--- config.mk ---
export PLATFORM = sky130hd
export DESIGN_NAME = alu_result_fifo_flat
export DESIGN_NICKNAME = d
export VERILOG_FILES = /design/src/rtl/alu_result_fifo_if.sv /design/src/rtl/alu_result_fifo.sv /design/src/flat_wrapper.sv
export SDC_FILE = /design/constraint.sdc
export NUM_CORES = 1
export LEC_CHECK = 0
export ABC_CLOCK_PERIOD_IN_PS = 2800
export CORE_MARGIN = 2
export CORE_UTILIZATION = 35
export CTS_CLUSTER_DIAMETER = 100
export CTS_CLUSTER_SIZE = 30
export DETAILED_ROUTE_END_ITERATION = 6
export GPL_TIMING_DRIVEN = 0
export PLACE_DENSITY_LB_ADDON = 0.08
export SKIP_CTS_REPAIR_TIMING = 1
export SYNTH_ARGS = -nofsm -noshare
export SYNTH_HDL_FRONTEND = slang
export SYNTH_SLANG_ARGS = --single-unit
--- constraint.sdc ---
create_clock -name clk -period 2.8 [get_ports clk]
set_input_delay 0.28 -clock clk [delete_from_list [all_inputs] [get_ports clk]]
set_output_delay 0.28 -clock clk [all_outputs]
set_load 0.02 [all_outputs]
--- src/rtl/alu_result_fifo_if.sv ---
// Handshake bundle between the ALU result producer, the capture FIFO and its consumer.
// The FIFO binds to the slave modport; the producer/consumer side binds to master.
interface alu_result_fifo_if #(
  parameter int DATA_W = 7,
  parameter int CNT_W  = 3
);
  // Valid/ready: a transfer happens on a rising edge where both valid and ready are 1;
  // valid never waits on ready, and payload is held stable while valid=1 and ready=0.
  logic              in_valid;
  logic [DATA_W-1:0] R;
  logic              CF;
  logic              SF;
  logic              ZF;
  logic              in_ready;
  logic              out_valid;
  logic              out_ready;
  logic [DATA_W-1:0] out_R;
  logic              out_CF;
  logic              out_SF;
  logic              out_ZF;
  logic [CNT_W-1:0]  count;
  logic              ovf;

  modport slave (
    input  in_valid, R, CF, SF, ZF, out_ready,
    output in_ready, out_valid, out_R, out_CF, out_SF, out_ZF, count, ovf
  );

  modport master (
    output in_valid, R, CF, SF, ZF, out_ready,
    input  in_ready, out_valid, out_R, out_CF, out_SF, out_ZF, count, ovf
  );
endinterface

--- src/rtl/alu_result_fifo.sv ---
// Synchronous FIFO capturing {R, CF, SF, ZF} ALU results with a sticky overflow flag.
// Optional sticky flag outputs are enabled by defining ALU_RESULT_FIFO_STICKY_FLAGS_EN.
module alu_result_fifo #(
  parameter int DATA_W = 7,
  parameter int DEPTH  = 4,
  parameter int CNT_W  = 3
) (
  input  logic clk,
  input  logic rst_n,
  input  logic clr,
  alu_result_fifo_if.slave bus
`ifdef ALU_RESULT_FIFO_STICKY_FLAGS_EN
  ,
  output logic sticky_CF,
  output logic sticky_SF,
  output logic sticky_ZF
`endif
);
  localparam int PTR_W   = $clog2(DEPTH);
  localparam int ENTRY_W = DATA_W + 3;

  logic [ENTRY_W-1:0] r_mem [DEPTH];
  logic [PTR_W-1:0]   r_wr_ptr;
  logic [PTR_W-1:0]   r_rd_ptr;
  logic [CNT_W-1:0]   r_count;
  logic               r_ovf;

  logic               w_in_ready;
  logic               w_out_valid;
  logic               w_push;
  logic               w_pop;
  logic [ENTRY_W-1:0] w_wr_entry;
  logic [ENTRY_W-1:0] w_head;

  assign w_in_ready  = (r_count != CNT_W'(DEPTH));
  assign w_out_valid = (r_count != '0);
  assign w_push      = bus.in_valid & w_in_ready;
  assign w_pop       = w_out_valid & bus.out_ready;
  assign w_wr_entry  = {bus.R, bus.CF, bus.SF, bus.ZF};

  // Head is masked to zero when empty so stale storage never leaks out.
  assign w_head = w_out_valid ? r_mem[r_rd_ptr] : '0;

  assign bus.in_ready  = w_in_ready;
  assign bus.out_valid = w_out_valid;
  assign bus.out_R     = w_head[ENTRY_W-1:3];
  assign bus.out_CF    = w_head[2];
  assign bus.out_SF    = w_head[1];
  assign bus.out_ZF    = w_head[0];
  assign bus.count     = r_count;
  assign bus.ovf       = r_ovf;

  always_ff @(posedge clk) begin
    if (rst_n && !clr && w_push) begin
      r_mem[r_wr_ptr] <= w_wr_entry;
    end
  end

  always_ff @(posedge clk) begin
    if (!rst_n || clr) begin
      r_wr_ptr <= '0;
      r_rd_ptr <= '0;
      r_count  <= '0;
      r_ovf    <= 1'b0;
    end else begin
      if (w_push) begin
        r_wr_ptr <= r_wr_ptr + 1'b1;
      end
      if (w_pop) begin
        r_rd_ptr <= r_rd_ptr + 1'b1;
      end
      case ({w_push, w_pop})
        2'b10:   r_count <= r_count + 1'b1;
        2'b01:   r_count <= r_count - 1'b1;
        default: r_count <= r_count;
      endcase
      // in_ready is from the pre-edge count, so a pop this cycle does not rescue the entry.
      if (bus.in_valid && !w_in_ready) begin
        r_ovf <= 1'b1;
      end
    end
  end

`ifdef ALU_RESULT_FIFO_STICKY_FLAGS_EN
  logic r_sticky_cf;
  logic r_sticky_sf;
  logic r_sticky_zf;

  always_ff @(posedge clk) begin
    if (!rst_n || clr) begin
      r_sticky_cf <= 1'b0;
      r_sticky_sf <= 1'b0;
      r_sticky_zf <= 1'b0;
    end else if (w_push) begin
      r_sticky_cf <= r_sticky_cf | bus.CF;
      r_sticky_sf <= r_sticky_sf | bus.SF;
      r_sticky_zf <= r_sticky_zf | bus.ZF;
    end
  end

  assign sticky_CF = r_sticky_cf;
  assign sticky_SF = r_sticky_sf;
  assign sticky_ZF = r_sticky_zf;
`endif
endmodule

--- src/flat_wrapper.sv ---
// flat-port wrapper written by rule: the top's interface ports become plain ports
module alu_result_fifo_flat 
#(
  parameter int DATA_W = 7,
  parameter int DEPTH  = 4,
  parameter int CNT_W  = 3
)
  (clk, rst_n, clr, bus_in_valid, bus_R, bus_CF, bus_SF, bus_ZF, bus_out_ready, bus_in_ready, bus_out_valid, bus_out_R, bus_out_CF, bus_out_SF, bus_out_ZF, bus_count, bus_ovf);
  alu_result_fifo_if #(.DATA_W(DATA_W), .CNT_W(CNT_W)) bus_i ();
  input  logic clk;
  input  logic rst_n;
  input  logic clr;
  input wire logic [$bits(bus_i.in_valid)-1:0] bus_in_valid;
  input wire logic [$bits(bus_i.R)-1:0] bus_R;
  input wire logic [$bits(bus_i.CF)-1:0] bus_CF;
  input wire logic [$bits(bus_i.SF)-1:0] bus_SF;
  input wire logic [$bits(bus_i.ZF)-1:0] bus_ZF;
  input wire logic [$bits(bus_i.out_ready)-1:0] bus_out_ready;
  output wire logic [$bits(bus_i.in_ready)-1:0] bus_in_ready;
  output wire logic [$bits(bus_i.out_valid)-1:0] bus_out_valid;
  output wire logic [$bits(bus_i.out_R)-1:0] bus_out_R;
  output wire logic [$bits(bus_i.out_CF)-1:0] bus_out_CF;
  output wire logic [$bits(bus_i.out_SF)-1:0] bus_out_SF;
  output wire logic [$bits(bus_i.out_ZF)-1:0] bus_out_ZF;
  output wire logic [$bits(bus_i.count)-1:0] bus_count;
  output wire logic [$bits(bus_i.ovf)-1:0] bus_ovf;
  assign bus_i.in_valid = bus_in_valid;
  assign bus_i.R = bus_R;
  assign bus_i.CF = bus_CF;
  assign bus_i.SF = bus_SF;
  assign bus_i.ZF = bus_ZF;
  assign bus_i.out_ready = bus_out_ready;
  assign bus_in_ready = bus_i.in_ready;
  assign bus_out_valid = bus_i.out_valid;
  assign bus_out_R = bus_i.out_R;
  assign bus_out_CF = bus_i.out_CF;
  assign bus_out_SF = bus_i.out_SF;
  assign bus_out_ZF = bus_i.out_ZF;
  assign bus_count = bus_i.count;
  assign bus_ovf = bus_i.ovf;
  alu_result_fifo #(.DATA_W(DATA_W), .DEPTH(DEPTH), .CNT_W(CNT_W)) u_core (.clk(clk), .rst_n(rst_n), .clr(clr), .bus(bus_i));
endmodule
Word level (Yosys, flattened, before mapping)

Memories as Yosys holds them, arrays and structs flattened. A register that Yosys moved wholly into a read port is not among the register bits.
Cells that the tools add are included.

Flip-flop bits (word level): 8
Latch bits: 0
RAM bits: 40
Bits in read-only memories: 0
Input port bits: 15
Word-level logic and storage cells: 29
Memories kept: 1

$add $sub $neg: 4
$mul: 0
Divide/modulo/power cells: 0
$lt $le $gt $ge: 0
Equal/unequal tests: 3
Shifts and indexed selects: 0
Mux-type cells: 6
Bitwise operators: 2
Reductions and logical operators: 9

Memories:

| memory       | words | bits a word | read ports | clocked after memory_dff | write ports | RTL line              | source |
|---|---|---|---|---|---|---|---|
| u_core.r_mem | 4     | 10          | 1          | 1                        | 1           | alu_result_fifo.sv:22 | `logic [ENTRY_W-1:0] r_mem [DEPTH];` |

Operators with widths:

| kind                                                 | number |
|---|---|
| two-way mux 10 bit                                   | 1 |
| case mux 3 bit (2 select lines)                      | 1 |
| adder 2 x 1 -> 2 bit (second input constant)         | 2 |
| two-way mux 2 bit                                    | 2 |
| adder 3 x 1 -> 3 bit (second input constant)         | 1 |
| logical AND 1 bit                                    | 3 |
| logical NOT 1 bit                                    | 3 |
| != test 3 bit (second input constant)                | 1 |
| nonzero test 3 bit                                   | 1 |
| subtractor 3 x 1 -> 3 bit (second input constant)    | 1 |
| AND 1 bit                                            | 2 |
| equality test 2 x 1 -> 1 bit (second input constant) | 1 |
| equality test 2 bit (second input constant)          | 1 |
| two-way mux 1 bit                                    | 2 |
| nonzero test 2 bit                                   | 1 |
| logical OR 1 bit                                     | 1 |

Logic depth before layout (Yosys ltp)

Word-level depth: 5
Depth in mapped cells: 10
Gate-level depth less buffers: 9

Worst setup path before layout

OpenSTA, ideal clock, no wires.

Path kind: register -> register
Start: register u_core.r_count[2] (netlist: u_core.bus.count[2])
End: register u_core.r_count[2] (netlist: u_core.bus.count[2])
Data arrival time: 2.473 ns
Required time: 2.730 ns
Slack: 0.257 ns
Cell stages (with the launch flop): 11
Clock period less this slack: 2.543 ns
Path through: dfxtp_1 or3b_1 buf_2 and2_4 inv_1 ha_1 inv_1 fa_1 xor2_1 or3_2 a21oi_1

Longest elaborated chain between the ends: 4

Ends and longest elaborated chain:

| what                                                                  | RTL line              | source |
|---|---|---|
| start, declared                                                       | alu_result_fifo.sv:25 | `logic [CNT_W-1:0] r_count;` |
| start signal, assigned                                                | alu_result_fifo.sv:73 | `2'b10: r_count <= r_count + 1'b1;` |
| start signal, assigned                                                | alu_result_fifo.sv:74 | `2'b01: r_count <= r_count - 1'b1;` |
| start signal, assigned                                                | alu_result_fifo.sv:75 | `default: r_count <= r_count;` |
| != test 3 bit (*)                                                     | alu_result_fifo.sv:35 | `assign w_in_ready = (r_count != CNT_W'(DEPTH));` |
| named net bus_in_ready                                                | flat_wrapper.sv:19    | `output wire logic [$bits(bus_i.in_ready)-1:0] bus_in_ready;` |
| AND 1 bit (*)                                                         | alu_result_fifo.sv:37 | `assign w_push = bus.in_valid & w_in_ready;` |
| equality test 2 x 1 -> 1 bit or equality test 2 bit (tied branches)   | alu_result_fifo.sv:72 | `case ({w_push, w_pop})` |
| case mux 3 bit (2 select lines) or nonzero test 2 bit (tied branches) | n/a                   |  |

The timed path passes the listed nets; every way through them passes the cells marked *.
A chain may end at the register's enable or synchronous reset.

Worst setup path in the final report

Start: register u_core.r_count[2] (netlist: u_core.bus.count[2])
End: register u_core.r_count[2] (netlist: u_core.bus.count[2])

Longest elaborated chain between the ends: 4

Ends and longest elaborated chain:

| what                                                                  | RTL line |
|---|---|
| != test 3 bit or nonzero test 3 bit (tied branches)                   | alu_result_fifo.sv:35, alu_result_fifo.sv:36 |
| AND 1 bit (on tied branches)                                          | alu_result_fifo.sv:37, alu_result_fifo.sv:38 |
| equality test 2 x 1 -> 1 bit or equality test 2 bit (tied branches)   | alu_result_fifo.sv:72 |
| case mux 3 bit (2 select lines) or nonzero test 2 bit (tied branches) | n/a |

Parallel ways exist; a longest one is shown, timed or not.

==> metrics.yaml <==
critical_path:
  arrival_ns: 2.81
  critical_path.max_fanout: 6
  slowest_delay_ns: 0.43
  worst_setup_path_start_kind: "flip-flop"
  crit_chain: "or3b_1 -> buf_2 -> and2_4 -> inv_1 -> ha_1 -> inv_1 -> fa_1 -> xor2_1 -> or3_2 -> a21oi_1"
  path_buf_inv: 3
  path_common_cell: "inv_1"
  rrSetupSlack_ns: 0.22
  criticalPathCategory: "reg2reg"
  worstSetupEndpointType: "flip-flop"
  crit_family: "simple AND/OR/NAND/NOR gates"
  cp_slowest_cell: "dfxtp_1"
  required_ns: 3.03
timing:
  max_slew.worst_pin.slew_ns: 0.690
  slew_headroom: 0.540
  final-hold-violation-count: 0
  rsz0062_at_grt: "false"
  max_freq_ghz: 0.387
  fin_crit_ns: 2.58
  finClkSkew_ns: 0.00395
  finalCritPeriodShare: 0.923
  setup_violations: 0
  drv_slew: 0
finish:
  diodes: 0
  finalNonFillerCells: 232
  fin_nets: 180
  drive_above_1_share: 0.175
  fin_area_um2: 2520
  final_util: 0.452
  area_growth_pct: 23.5
clocking:
  clock_latency_ns: 0.30
  cts_tree: "yes"
  cts_buffers: 5
  root_buffer: "clkbuf_8"
  htreeDepth: 2
  clkTransAtPathRegs_ns: 0.08
  clockBufferDepth: 2
  cts_sinks: 50
die:
  die_x_um: 80.4
  dieHeight_um: 80.4
  fp.dieArea_um2: 6460
  io_pins: 31
  rows: 27
  core-area_um2: 5570
  initial_core_util: 0.366
logic_synthesis:
  synthDistinctLibCells: 28
  syn-num-nets: 143
  netlist_area_um2: 2040
  synth-seq-cells: 50
  syn_inst: 122
  yosys_warnings: 0
  ys_seq_area_frac: 0.687
  syn_area_per_cell_um2: 16.7
global_routing:
  grt_pass1_wl_um: 5840
  use_met1: 0.148
  top_usage_layer: "met2"
  track_usage: 0.126
  antenna_found_initial: 0
  grt_pass1_vias: 1201
  gr-total-overflow: 0
  gr-usage-met2: 0.221
  grt_max_degree: 16
  use_met3: 0.0303
routing:
  vias_per_cell: 4.80
  wl_um: 3600
  drtPass1Iterations: 4
  drtIter0Drc: 31
  wl_per_cell_um: 15.5
  vias: 1114
  drtAntennaViolNets: 0
  drc: 0
placement:
  port_buffers: 30
  placed_cells: 224
  dp.final_hpwl_um: 2420
  gp_congestion: 0.677
  place_area_um2: 2430
flow_run:
  maxCapViolCount: 0
status:
  outcome: "complete, no violations"
pwr:
  power_density_nw_per_um2: 530
  p_leak_nw: 0.829
  vdd_ir_drop_max_v: 0.000183
hold_path:
  hold_class: "reg2reg"
[final timing paths]
| check | startpoint | end | depth (start not counted) |
|---|---|---|---|
| min reg2reg | u_core.r_rd_ptr[1]$_SDFFE_PP0P_ | u_core.r_rd_ptr[1]$_SDFFE_PP0P_ | 2 |
| max | u_core.bus.count[2]$_SDFFE_PP0P_ | u_core.bus.count[2]$_SDFFE_PP0P_ | 10 |
| max reg2reg | u_core.bus.count[2]$_SDFFE_PP0P_ | u_core.bus.count[2]$_SDFFE_PP0P_ | 10 |
| min | u_core.r_rd_ptr[1]$_SDFFE_PP0P_ | u_core.r_rd_ptr[1]$_SDFFE_PP0P_ | 2 |
[kinds of logic after synthesis]
logic type / synth area share
AO/OA/AOI/OAI: 0.0343
flip-flops: 0.687
XOR/XNOR: 0.00859
AND/OR/NAND/NOR: 0.0963
multiplexers: 0.110
adder cells (fa/ha/maj): 0.0405
buffers and inverters: 0.0233
[power by group]
group / switching, mW / total [mW] / internal (mW)
sequential: 0.00480 / 0.815 / 0.810
clock: 0.226 / 0.397 / 0.171
combinational: 0.0614 / 0.124 / 0.0625
[layer usage]
layer / up-vias / part of all wire / wire (um)
met5: - / 0 / 0
met4: 0 / 0.017 / 62
met3: 7 / 0.041 / 149
met2: 23 / 0.51 / 1850
met1: 551 / 0.43 / 1550
li1: 533 / - / -
[registers in the layout, indices dropped and copies added, names as in the netlist, named ones only]
name / count
u_core.bus.count: 3
u_core.bus.ovf: 1
u_core.r_mem: 40
u_core.r_rd_ptr: 2
u_core.r_wr_ptr: 2
[through the flow]
step	total power [mW]	TNS [ns]	hold slack, ns	worst slack [ns]
4_1_cts	1.35	-0.227	0.505	-0.0611
3_5_place_dp	0.958	0	0.488	0.223
3_3_place_gp	0.955	0	0.467	0.287
2_1_floorplan	0.893	0	0.379	0.257
5_1_grt	1.39	0	0.530	0.0312
6_report	1.34	0	0.502	0.215
[worst min-delay path: cells and delay by family (launching register included)]
family / cells / cell delay [ns]
flip-flops: 1 / 0.31
AO/OA/AOI/OAI: 2 / 0.14
[cell usage in the layout (no fill, tap or decap), types with 3 or more instances in the layout]
cell	n
a21oi_1	4
and2b_1	4
and3_2	4
clkbuf_1	3
clkbuf_8	5
clkdlybuf4s50_1	30
dfxtp_1	10
edfxtp_1	40
ha_1	5
inv_1	7
mux4_2	10
nor2_1	4
nor2b_1	8
o21ai_0	4
[cell usage after synthesis]
master     n  area, um^2
inv_1      7        26.3
and2_4     1        8.76
or4b_1     1        10.0
or3b_1     1        8.76
and2b_1    4        30.0
a21oi_1    4        20.0
nand3_1    1        5.00
fa_1       1        20.0
xor2_1     2        17.5
nand2b_1   1        6.26
nand4_1    1        6.26
o31ai_2    1        12.5
and3_2     4        30.0
mux4_2    10         225
clkbuf_1   3        11.3
or3_1      1        6.26
nor3_1     1        5.00
o21ai_0    4        20.0
nand2_1    2        7.51
a41oi_1    1        8.76
dfxtp_1   10         200
nor2b_1    8        50.1
ha_1       5        62.6
a21o_2     1        8.76
nor2_1     4        15.0
or3_2      1        7.51
buf_2      2        10.0
edfxtp_1  40        1200
[layout make-up]
cell class	instances	area [um^2]
Timing Repair Buffer	30	300
Fill cell	517	3050
Tap cell	72	90.1
Inverter	7	26.3
Clock inverter	3	16.3
Sequential cell	50	1400
Clock buffer	5	68.8
Buffer	5	21.3
Multi-Input combinational cell	60	597
(Power assumes the default switching activity.)
